### config.mk
export PLATFORM = sky130hd
export DESIGN_NAME = game_msg_sm
export DESIGN_NICKNAME = d
export VERILOG_FILES = /design/src/rtl/game_msg_sm.sv
export SDC_FILE = /design/constraint.sdc
export NUM_CORES = 1
export LEC_CHECK = 0
export CORE_ASPECT_RATIO = 1.5
export CORE_MARGIN = 3
export CORE_UTILIZATION = 27
export CTS_BUF_LIST = sky130_fd_sc_hd__clkbuf_8
export DETAILED_ROUTE_END_ITERATION = 10
export GPL_ROUTABILITY_DRIVEN = 0
export SYNTH_ARGS = -nofsm -noshare
export SYNTH_HDL_FRONTEND = slang
export SYNTH_SLANG_ARGS = --single-unit
### constraint.sdc
create_clock -name clk -period 1.6 [get_ports clk]
set_input_delay 0.32 -clock clk [delete_from_list [all_inputs] [get_ports clk]]
set_output_delay 0.32 -clock clk [all_outputs]
set_load 0.05 [all_outputs]
### src/rtl/game_msg_sm.sv
// Game-flow FSM selecting the full-screen message, tracking level/lives and timing LEVEL_UP/HIT.
// Optional build macro MSG_BLINK_EN blinks the static messages (open, pause, win, game-over).
module game_msg_sm #(
    parameter int unsigned TICK_DIV    = 50_000_000,
    parameter int unsigned HOLD_TICKS  = 2,
    parameter int unsigned N_LEVELS    = 3,
    parameter int unsigned LIVES       = 3,
    parameter int unsigned BLINK_TICKS = 1
) (
    input  logic       clk,
    input  logic       resetN,
    input  logic       start,
    input  logic       pause_key,
    input  logic       player_hit,
    input  logic       level_done,
    input  logic       drawing_request,
    output logic [2:0] msg_sel,
    output logic       msg_DR,
    output logic       game_active,
    output logic       new_game,
    output logic [3:0] level,
    output logic [3:0] lives
);

    localparam int unsigned TW = (TICK_DIV > 1) ? $clog2(TICK_DIV) : 1;
    localparam int unsigned BW = $clog2(BLINK_TICKS + 1);

    if (TICK_DIV < 2 || HOLD_TICKS < 1 || HOLD_TICKS > 15 || N_LEVELS < 1 ||
        N_LEVELS > 15 || LIVES < 1 || LIVES > 15 || BLINK_TICKS < 1) begin : g_cfg_err
        $error("game_msg_sm: parameter out of range");
    end

    typedef enum logic [2:0] {
        S_OPEN, S_PLAY, S_PAUSE, S_LVLUP, S_HIT, S_WIN, S_OVER
    } state_t;

    state_t        r_state, w_state_nxt;
    logic          r_start_q, r_pause_q, r_keys_armed;
    logic [TW-1:0] r_tick_cnt;
    logic [3:0]    r_hold;
    logic [3:0]    r_level, w_level_nxt;
    logic [3:0]    r_lives, w_lives_nxt;
    logic [2:0]    r_msg_sel, w_msg_sel_nxt;
    logic          r_game_active, r_new_game, w_new_game_nxt;
    logic          w_start_e, w_pause_e, w_tick, w_state_chg, w_blink_ok;

    // Keys held through reset must not count as a press: edges are ignored until the first clock has sampled them.
    assign w_start_e   = start     & ~r_start_q & r_keys_armed;
    assign w_pause_e   = pause_key & ~r_pause_q & r_keys_armed;
    assign w_tick      = (r_tick_cnt == TW'(TICK_DIV - 1));
    assign w_state_chg = (w_state_nxt != r_state);

    // State register plus all registered outputs, timers and key history
    always_ff @(posedge clk or negedge resetN) begin
        if (!resetN) begin
            r_state       <= S_OPEN;
            r_start_q     <= 1'b0;
            r_pause_q     <= 1'b0;
            r_keys_armed  <= 1'b0;
            r_tick_cnt    <= '0;
            r_hold        <= 4'd0;
            r_level       <= 4'd0;
            r_lives       <= 4'(LIVES);
            r_msg_sel     <= 3'd1;
            r_game_active <= 1'b0;
            r_new_game    <= 1'b0;
        end else begin
            r_state       <= w_state_nxt;
            r_start_q     <= start;
            r_pause_q     <= pause_key;
            r_keys_armed  <= 1'b1;
            r_tick_cnt    <= w_tick ? '0 : r_tick_cnt + TW'(1);
            r_level       <= w_level_nxt;
            r_lives       <= w_lives_nxt;
            r_msg_sel     <= w_msg_sel_nxt;
            r_game_active <= (w_state_nxt == S_PLAY);
            r_new_game    <= w_new_game_nxt;
            if (w_state_chg)
                r_hold <= 4'd0;
            else if (w_tick && r_hold != 4'(HOLD_TICKS))
                r_hold <= r_hold + 4'd1;
        end
    end

    // Next-state, level/lives bookkeeping and message select
    always_comb begin
        w_state_nxt    = r_state;
        w_level_nxt    = r_level;
        w_lives_nxt    = r_lives;
        w_new_game_nxt = 1'b0;
        w_msg_sel_nxt  = 3'd0;
        case (r_state)
            S_OPEN: if (w_start_e) begin
                w_state_nxt    = S_PLAY;
                w_new_game_nxt = 1'b1;
                w_level_nxt    = 4'd0;
                w_lives_nxt    = 4'(LIVES);
            end
            S_PLAY: if (player_hit) begin
                if (r_lives == 4'd1) begin
                    w_state_nxt = S_OVER;
                    w_lives_nxt = 4'd0;
                end else begin
                    w_state_nxt = S_HIT;
                    w_lives_nxt = r_lives - 4'd1;
                end
            end else if (level_done) begin
                w_state_nxt = (r_level == 4'(N_LEVELS - 1)) ? S_WIN : S_LVLUP;
            end else if (w_pause_e) begin
                w_state_nxt = S_PAUSE;
            end
            S_PAUSE: if (w_pause_e || w_start_e) w_state_nxt = S_PLAY;
            S_LVLUP: if (r_hold == 4'(HOLD_TICKS)) begin
                w_state_nxt = S_PLAY;
                w_level_nxt = r_level + 4'd1;
            end
            S_HIT: if (r_hold == 4'(HOLD_TICKS)) w_state_nxt = S_PLAY;
            S_WIN, S_OVER: if (w_start_e) w_state_nxt = S_OPEN;
            default: w_state_nxt = S_OPEN;
        endcase
        case (w_state_nxt)
            S_OPEN:  w_msg_sel_nxt = 3'd1;
            S_PAUSE: w_msg_sel_nxt = 3'd2;
            S_LVLUP: w_msg_sel_nxt = 3'd3;
            S_HIT:   w_msg_sel_nxt = 3'd4;
            S_WIN:   w_msg_sel_nxt = 3'd5;
            S_OVER:  w_msg_sel_nxt = 3'd6;
            default: w_msg_sel_nxt = 3'd0;
        endcase
    end

`ifdef MSG_BLINK_EN
    logic [BW-1:0] r_blink_cnt;
    logic          r_phase;

    // Blink phase restarts visible on every state change so a new message never starts dark
    always_ff @(posedge clk or negedge resetN) begin
        if (!resetN) begin
            r_blink_cnt <= '0;
            r_phase     <= 1'b1;
        end else if (w_state_chg) begin
            r_blink_cnt <= '0;
            r_phase     <= 1'b1;
        end else if (w_tick) begin
            if (r_blink_cnt == BW'(BLINK_TICKS - 1)) begin
                r_blink_cnt <= '0;
                r_phase     <= ~r_phase;
            end else begin
                r_blink_cnt <= r_blink_cnt + BW'(1);
            end
        end
    end

    assign w_blink_ok = r_phase || (r_state == S_LVLUP) || (r_state == S_HIT);
`else
    assign w_blink_ok = 1'b1;
`endif

    assign msg_sel     = r_msg_sel;
    assign msg_DR      = drawing_request & (r_msg_sel != 3'd0) & w_blink_ok;
    assign game_active = r_game_active;
    assign new_game    = r_new_game;
    assign level       = r_level;
    assign lives       = r_lives;

endmodule

## Yosys cells after proc, flatten, opt, wreduce, memory -nomap -nowiden

Index checks and enable logic that the tools add are counted.

| word-level totals | value |
|---|---|
| bits in registers | 49 |
| bits of input ports | 7 |
| output and inout bits | 14 |
| logic and storage cells | 78 |

| operators by class | value |
|---|---|
| add/subtract/negate cells | 4 |
| equal/unequal tests | 21 |
| muxes and demuxes | 23 |
| bitwise logic cells | 7 |
| reduce and logical (&&, ||, !) cells | 12 |

Operators with widths:

| kind | count |
|---|---|
| 4-bit two-way mux | 7 |
| 26-bit by 1-bit adder with 26-bit output, second input constant | 1 |
| 26-bit == test, second input constant | 1 |
| 26-bit two-way mux | 1 |
| 3-bit two-way mux | 8 |
| 3-bit == test, second input constant | 6 |
| 3-bit one-hot mux with 6 select lines | 1 |
| 4-bit one-hot mux with 2 select lines | 2 |
| 3-bit one-hot mux with 5 select lines | 1 |
| 3-bit by 2-bit == test with 1-bit output, second input constant | 4 |
| 4-bit by 1-bit adder with 4-bit output, second input constant | 2 |
| 4-bit by 2-bit == test with 1-bit output, second input constant | 2 |
| 3-bit by 1-bit == test with 1-bit output, second input constant | 2 |
| 3-bit zero test | 2 |
| 2-bit inequality test, second input constant | 3 |
| 3-bit AND reduction | 2 |
| 2-bit nonzero test | 3 |
| 1-bit bitwise AND | 5 |
| 4-bit by 1-bit == test with 1-bit output, second input constant | 1 |
| 4-bit by 2-bit inequality test with 1-bit output, second input constant | 1 |
| 2-bit OR reduction | 2 |
| 4-bit by 1-bit subtractor with 4-bit output, second input constant | 1 |
| 3-bit inequality test | 1 |
| 3-bit nonzero test | 1 |
| 5 further kinds | 7 |

## Depth between registers and ports, before layout

| depth | value |
|---|---|
| depth after elaboration | 9 |
| gate-level depth with buffers | 7 |
| mapped depth without buffers | 7 |

## Worst setup path before layout

No wires, ideal clock.

| timing path | value |
|---|---|
| kind | register to register |
| start | register r_level[1], in the netlist level[1] |
| end | register r_hold[0] |
| library setup time | 126 ps |
| data arrival time | 1958 ps |
| required time | 1474 ps |
| setup slack | -484 ps |
| stages on the path, launching flop included | 7 |
| buffers on the path | 0 |
| period minus slack after synthesis | 2084 ps |
| path through | dfrtp_1 -> ha_1 -> nor4bb_1 -> nor4_1 -> o21ai_1 -> o2111a_1 -> nor3_2 |

| between the ends | value |
|---|---|
| cells in the longest elaborated chain, start to end | 7 |
| elaborated cells between the ends (all ways) | 8 |
| classes of those cells | eq/ne (2); mux (5); reduce/logical (1) |

Ends and longest elaborated chain:

| item | line | source |
|---|---|---|
| from (decl) | 41 | `logic [3:0] r_level, w_level_nxt;` |
| from (signal assigned) | 73 | `r_level <= w_level_nxt;` |
| 4-bit by 2-bit == test with 1-bit output * | 108 | `w_state_nxt = (r_level == 4'(N_LEVELS - 1)) ? S_WIN : S_LVLUP;` |
| 3-bit two-way mux * | 108 |  |
| 3-bit two-way mux * | 107 | `end else if (level_done) begin` |
| 3-bit two-way mux * | 99 | `S_PLAY: if (player_hit) begin` |
| 3-bit one-hot mux with 5 select lines * | 92 | `case (r_state)` |
| 3-bit inequality test * | 51 | `assign w_state_chg = (w_state_nxt != r_state);` |
| 4-bit two-way mux / 2-bit nonzero test (equally long branches) | -- |  |
| to (signal assigned) | 81 | `r_hold <= r_hold + 4'd1;` |
| to (decl) | 40 | `logic [3:0] r_hold;` |

Every way passes the cells marked *; elsewhere a longest branch is shown, timed or not.
A chain may end at the register's enable or synchronous reset.

## Final worst setup path

| timing path | value |
|---|---|
| start | register r_hold[0] |
| end | register r_game_active, in the netlist game_active |

| between the ends | value |
|---|---|
| cells in the longest elaborated chain, start to end | 4 |

Ends and longest elaborated chain:

| item | line | source |
|---|---|---|
| 4-bit by 2-bit == test with 1-bit output | 113, 117 |  |
| 3-bit two-way mux | 113, 117 |  |
| 3-bit one-hot mux with 5 select lines | 92 |  |
| 3-bit by 1-bit == test with 1-bit output | 76 | `r_game_active <= (w_state_nxt == S_PLAY);` |
| to (signal assigned) | 76 |  |
| to (decl) | 44 | `logic r_game_active, r_new_game, w_new_game_nxt;` |

Every way passes these cells.

==> qor.txt <==
Post-synth EDFFs - 0
Synth Area in Adders - 3.28%
TritonCTS clock tree - built
via density per instance - 4.92
global-route wire length before repair - 11200 um
setup repair after global routing missed its margin - true
MaxCap Viol Count - 0
kind of start point of the critical path - flip-flop
static power due to leakage - 1.93 nW
Hold Crit Class - flip-flop to flip-flop
number of antenna-violating nets in the routed design - 0
asr flop ratio synth - 100%
Syn Std Cell Area - 2670 um^2
number of nets in the synthesized netlist - 276
Clock Root Buffer - sky130_fd_sc_hd__clkbuf_8
Top delay family on crit path - compound AO/OA/AOI/OAI gates
largest net degree at the start of global routing - 50
Bufs on Longest Clock Path - 2
data required time at the worst endpoint - 1840 ps
initial antenna violation count - 0
top fanout value on the critical path - 3
layer carrying the most global-route usage - met2
initial standard-cell utilization of the core - 28.3%
floorplan row count - 43
violated checks - negative setup slack
flip-flop and latch count after synthesis - 49
final-layout worst hold slack - 496 ps
endpoint kind of the worst setup timing path - flip-flop
total number of nets in the final design - 384
final number of max-transition violations - 0
sequential area share after synthesis - 46.1%
mean cell area of the mapped netlist - 10.2 um^2
ys flop type - sky130_fd_sc_hd__dfrtp_1
critical path buffer and inverter count - 1
IO Port Bufs - 20
Period Utilization, post-route - 114%
final core utilization - 45.1%
critical-path cell with the highest stage delay - sky130_fd_sc_hd__or3b_4
area fraction in compound gates after synthesis - 10.7%
GRT met2 Usage - 24.4%
longest individual stage delay on the worst path - 420 ps
met3 track demand over resource - 2.06%
IR Drop Worst-Case VDD - 0.000760 V
Yosys warnings - 0
number of placed instances with taps included - 454
CORE AREA - 9420 um^2
FF-to-FF setup slack - -220 ps
share of total power in sequential cells - 36.6%
Diodes inserted - 0
power density over the cells - 1000 nW/um^2
library cells used by synthesis - 56
clock-pin slew on the worst setup and hold paths - 90 ps
Die Y-Extent - 128 um
clock latency on the worst-skew pair - 310 ps
Worst Path Class, Setup - flip-flop to flip-flop
wire length per cell after detailed routing - 14.2 um
Synth Area in Simple Gates - 27.7%
cell area reported after detailed placement - 3630 um^2
Total Routing Usage GR - 12.5%
top-level I/O count - 21
DIE AREA - 11100 um^2
GR Overflow Total - 0
vias - 2378
number of search-and-repair iterations in the first detailed-routing pass - 4
net switching share of the total power - 34.6%
count of fill cells added during filler insertion - 842
number of global-route vias before repair - 2563
leading cell type in the layout, fill and taps excluded - sky130_fd_sc_hd__buf_4
combinational group share of total power - 41.6%
mux share of post-synthesis cell area - 1.13%
drt total wl - 6870 um
P_int - 0.00278 W
Final Instance Count excl. Fillers - 483
Sinks on Clock Net - 49
switching power - 0.00147 W
run status - finished, violations left
arrival time of the worst setup path - 2060 ps
CP cell instances - inv_1 > ha_2 > or3b_4 > a22oi_2 > o22a_1 > o211a_1 > nor2b_1
total CTS buffers - 5
number of remaining DRC errors - 0
hpwl dp - 4770 um
clock power share - 21.9%
H-tree levels - 2
final setup violation count - 27
die width - 87.1 um
final critical-path setup slack - -221 ps
worst-case clock skew - 6.76 ps
shortest clock period the worst path allows after layout - 1820 ps
post-route cell area - 4250 um^2
layout cell share with drive strength beyond 1 - 50.1%
highest-count cells in the layout ignoring fill and taps - sky130_fd_sc_hd__buf_4 (74), sky130_fd_sc_hd__dfrtp_1 (41), sky130_fd_sc_hd__nand3_1 (15)
cells after synthesis - 262
met1 track demand over resource in global routing - 12.9%
highest attainable clock frequency - 0.549 GHz
area grow syn2layout - 59.2%
Final Hold Fails - 0
aggregate negative setup slack - -2370 ps
Synth Area in XOR/XNOR - 7.23%
main combinational cell family by area after synthesis - simple AND/OR/NAND/NOR gates
count of routing violations after the opening detailed-route iteration - 83
[power by group through the flow]
stage / Combinational, W / Clock, W / Sequential (W)
after global placement: 0.00160 / 0 / 0.00156
final: 0.00176 / 0.000928 / 0.00155
after global routing: 0.00188 / 0.00100 / 0.00157
after CTS: 0.00169 / 0.000966 / 0.00155
after detailed placement: 0.00161 / 0 / 0.00156
after floorplan: 0.000447 / 0 / 0.00187
[metrics by stage]
stage	total power [W]	worst slack, ps
after floorplan	0.00232	-253
after global placement	0.00316	-370
after detailed placement	0.00317	-404
after CTS	0.00420	-236
after global routing	0.00445	-303
final	0.00424	-221
[registers in the layout (all words and copies together), names as in the netlist]
register	cells
r_tick_cnt	26
level	4
lives	4
r_hold	4
msg_sel	3
r_state	3
game_active	1
new_game	1
r_keys_armed	1
r_pause_q	1
r_start_q	1
[cells in the mapped netlist (4+ instances only)]
| master | instances | area share [%] |
|---|---|---|
| sky130_fd_sc_hd__dfrtp_1 | 46 | 43 |
| sky130_fd_sc_hd__nand3_1 | 19 | 3.6 |
| sky130_fd_sc_hd__nor2_1 | 18 | 2.5 |
| sky130_fd_sc_hd__inv_1 | 15 | 2.1 |
| sky130_fd_sc_hd__nand2_1 | 15 | 2.1 |
| sky130_fd_sc_hd__xnor2_1 | 13 | 4.3 |
| sky130_fd_sc_hd__o21ai_0 | 11 | 2.1 |
| sky130_fd_sc_hd__nor3_1 | 10 | 1.9 |
| sky130_fd_sc_hd__a21oi_1 | 9 | 1.7 |
| sky130_fd_sc_hd__xor2_1 | 9 | 3.0 |
| sky130_fd_sc_hd__nor2b_1 | 8 | 1.9 |
| sky130_fd_sc_hd__ha_1 | 7 | 3.3 |
| sky130_fd_sc_hd__or3_1 | 7 | 1.6 |
| sky130_fd_sc_hd__and4_1 | 5 | 1.6 |
| sky130_fd_sc_hd__nand4_1 | 5 | 1.2 |
| sky130_fd_sc_hd__nand4_2 | 4 | 1.9 |
[final timing paths]
check / startpoint / to / depth (start not counted)
worst min-delay path: r_tick_cnt[6] / r_tick_cnt[6] / 1
worst max register to register: r_hold[0] / game_active / 7
worst min register to register: r_tick_cnt[6] / r_tick_cnt[6] / 1
worst max-delay path: r_hold[0] / game_active / 7
min in group asynchronous: resetN / new_game / 3
max in group asynchronous: resetN / msg_sel[0] / 3
[repair_timing]
| item | 4_1_cts | 5_1_grt |
|---|---|---|
| pin swaps | 20 | 16 |
| setup endpoints to repair | 29 | 36 |
| hold endpoints to repair | 35 | 0 |
| gates cloned | 1 | 1 |
| gates resized for setup | 37 | 49 |
| buffers inserted | 11 | 8 |
| hold buffers | 1 | 0 |
[routing by layer]
layer | routed length [um] | up-vias | part of all wire [%]
met4 | 127 | 0 | 1.8
met3 | 155 | 11 | 2.3
met2 | 4010 | 38 | 58
met1 | 2580 | 1169 | 37
met5 | 0 | - | 0
li1 | - | 1160 | -
[cell type report]
type	instances	area (um^2)	area share [%]
clock inverter	2	33.8	0.796
sequential	49	1240	29.2
timing repair buffer	106	1010	23.9
clock buffer	6	82.6	1.95
inverter	16	60.1	1.41
multi-input combinational	192	1680	39.5
tap	112	140	3.30
[logic make-up (layout without fill, tap and decap cells)]
| family | count (synthesis) | after routing |
|---|---|---|
| and+or+nand+nor | 116 | 117 |
| AOI/OAI and AO/OA | 42 | 42 |
| buffers and inverters | 22 | 130 |
| other | 1 | 1 |
| xor gates and xnor gates | 22 | 22 |
| adders and majority gates | 7 | 7 |
| muxes | 3 | 3 |
| DFF | 49 | 49 |
Note: power is estimated with default switching activity, not from simulation.
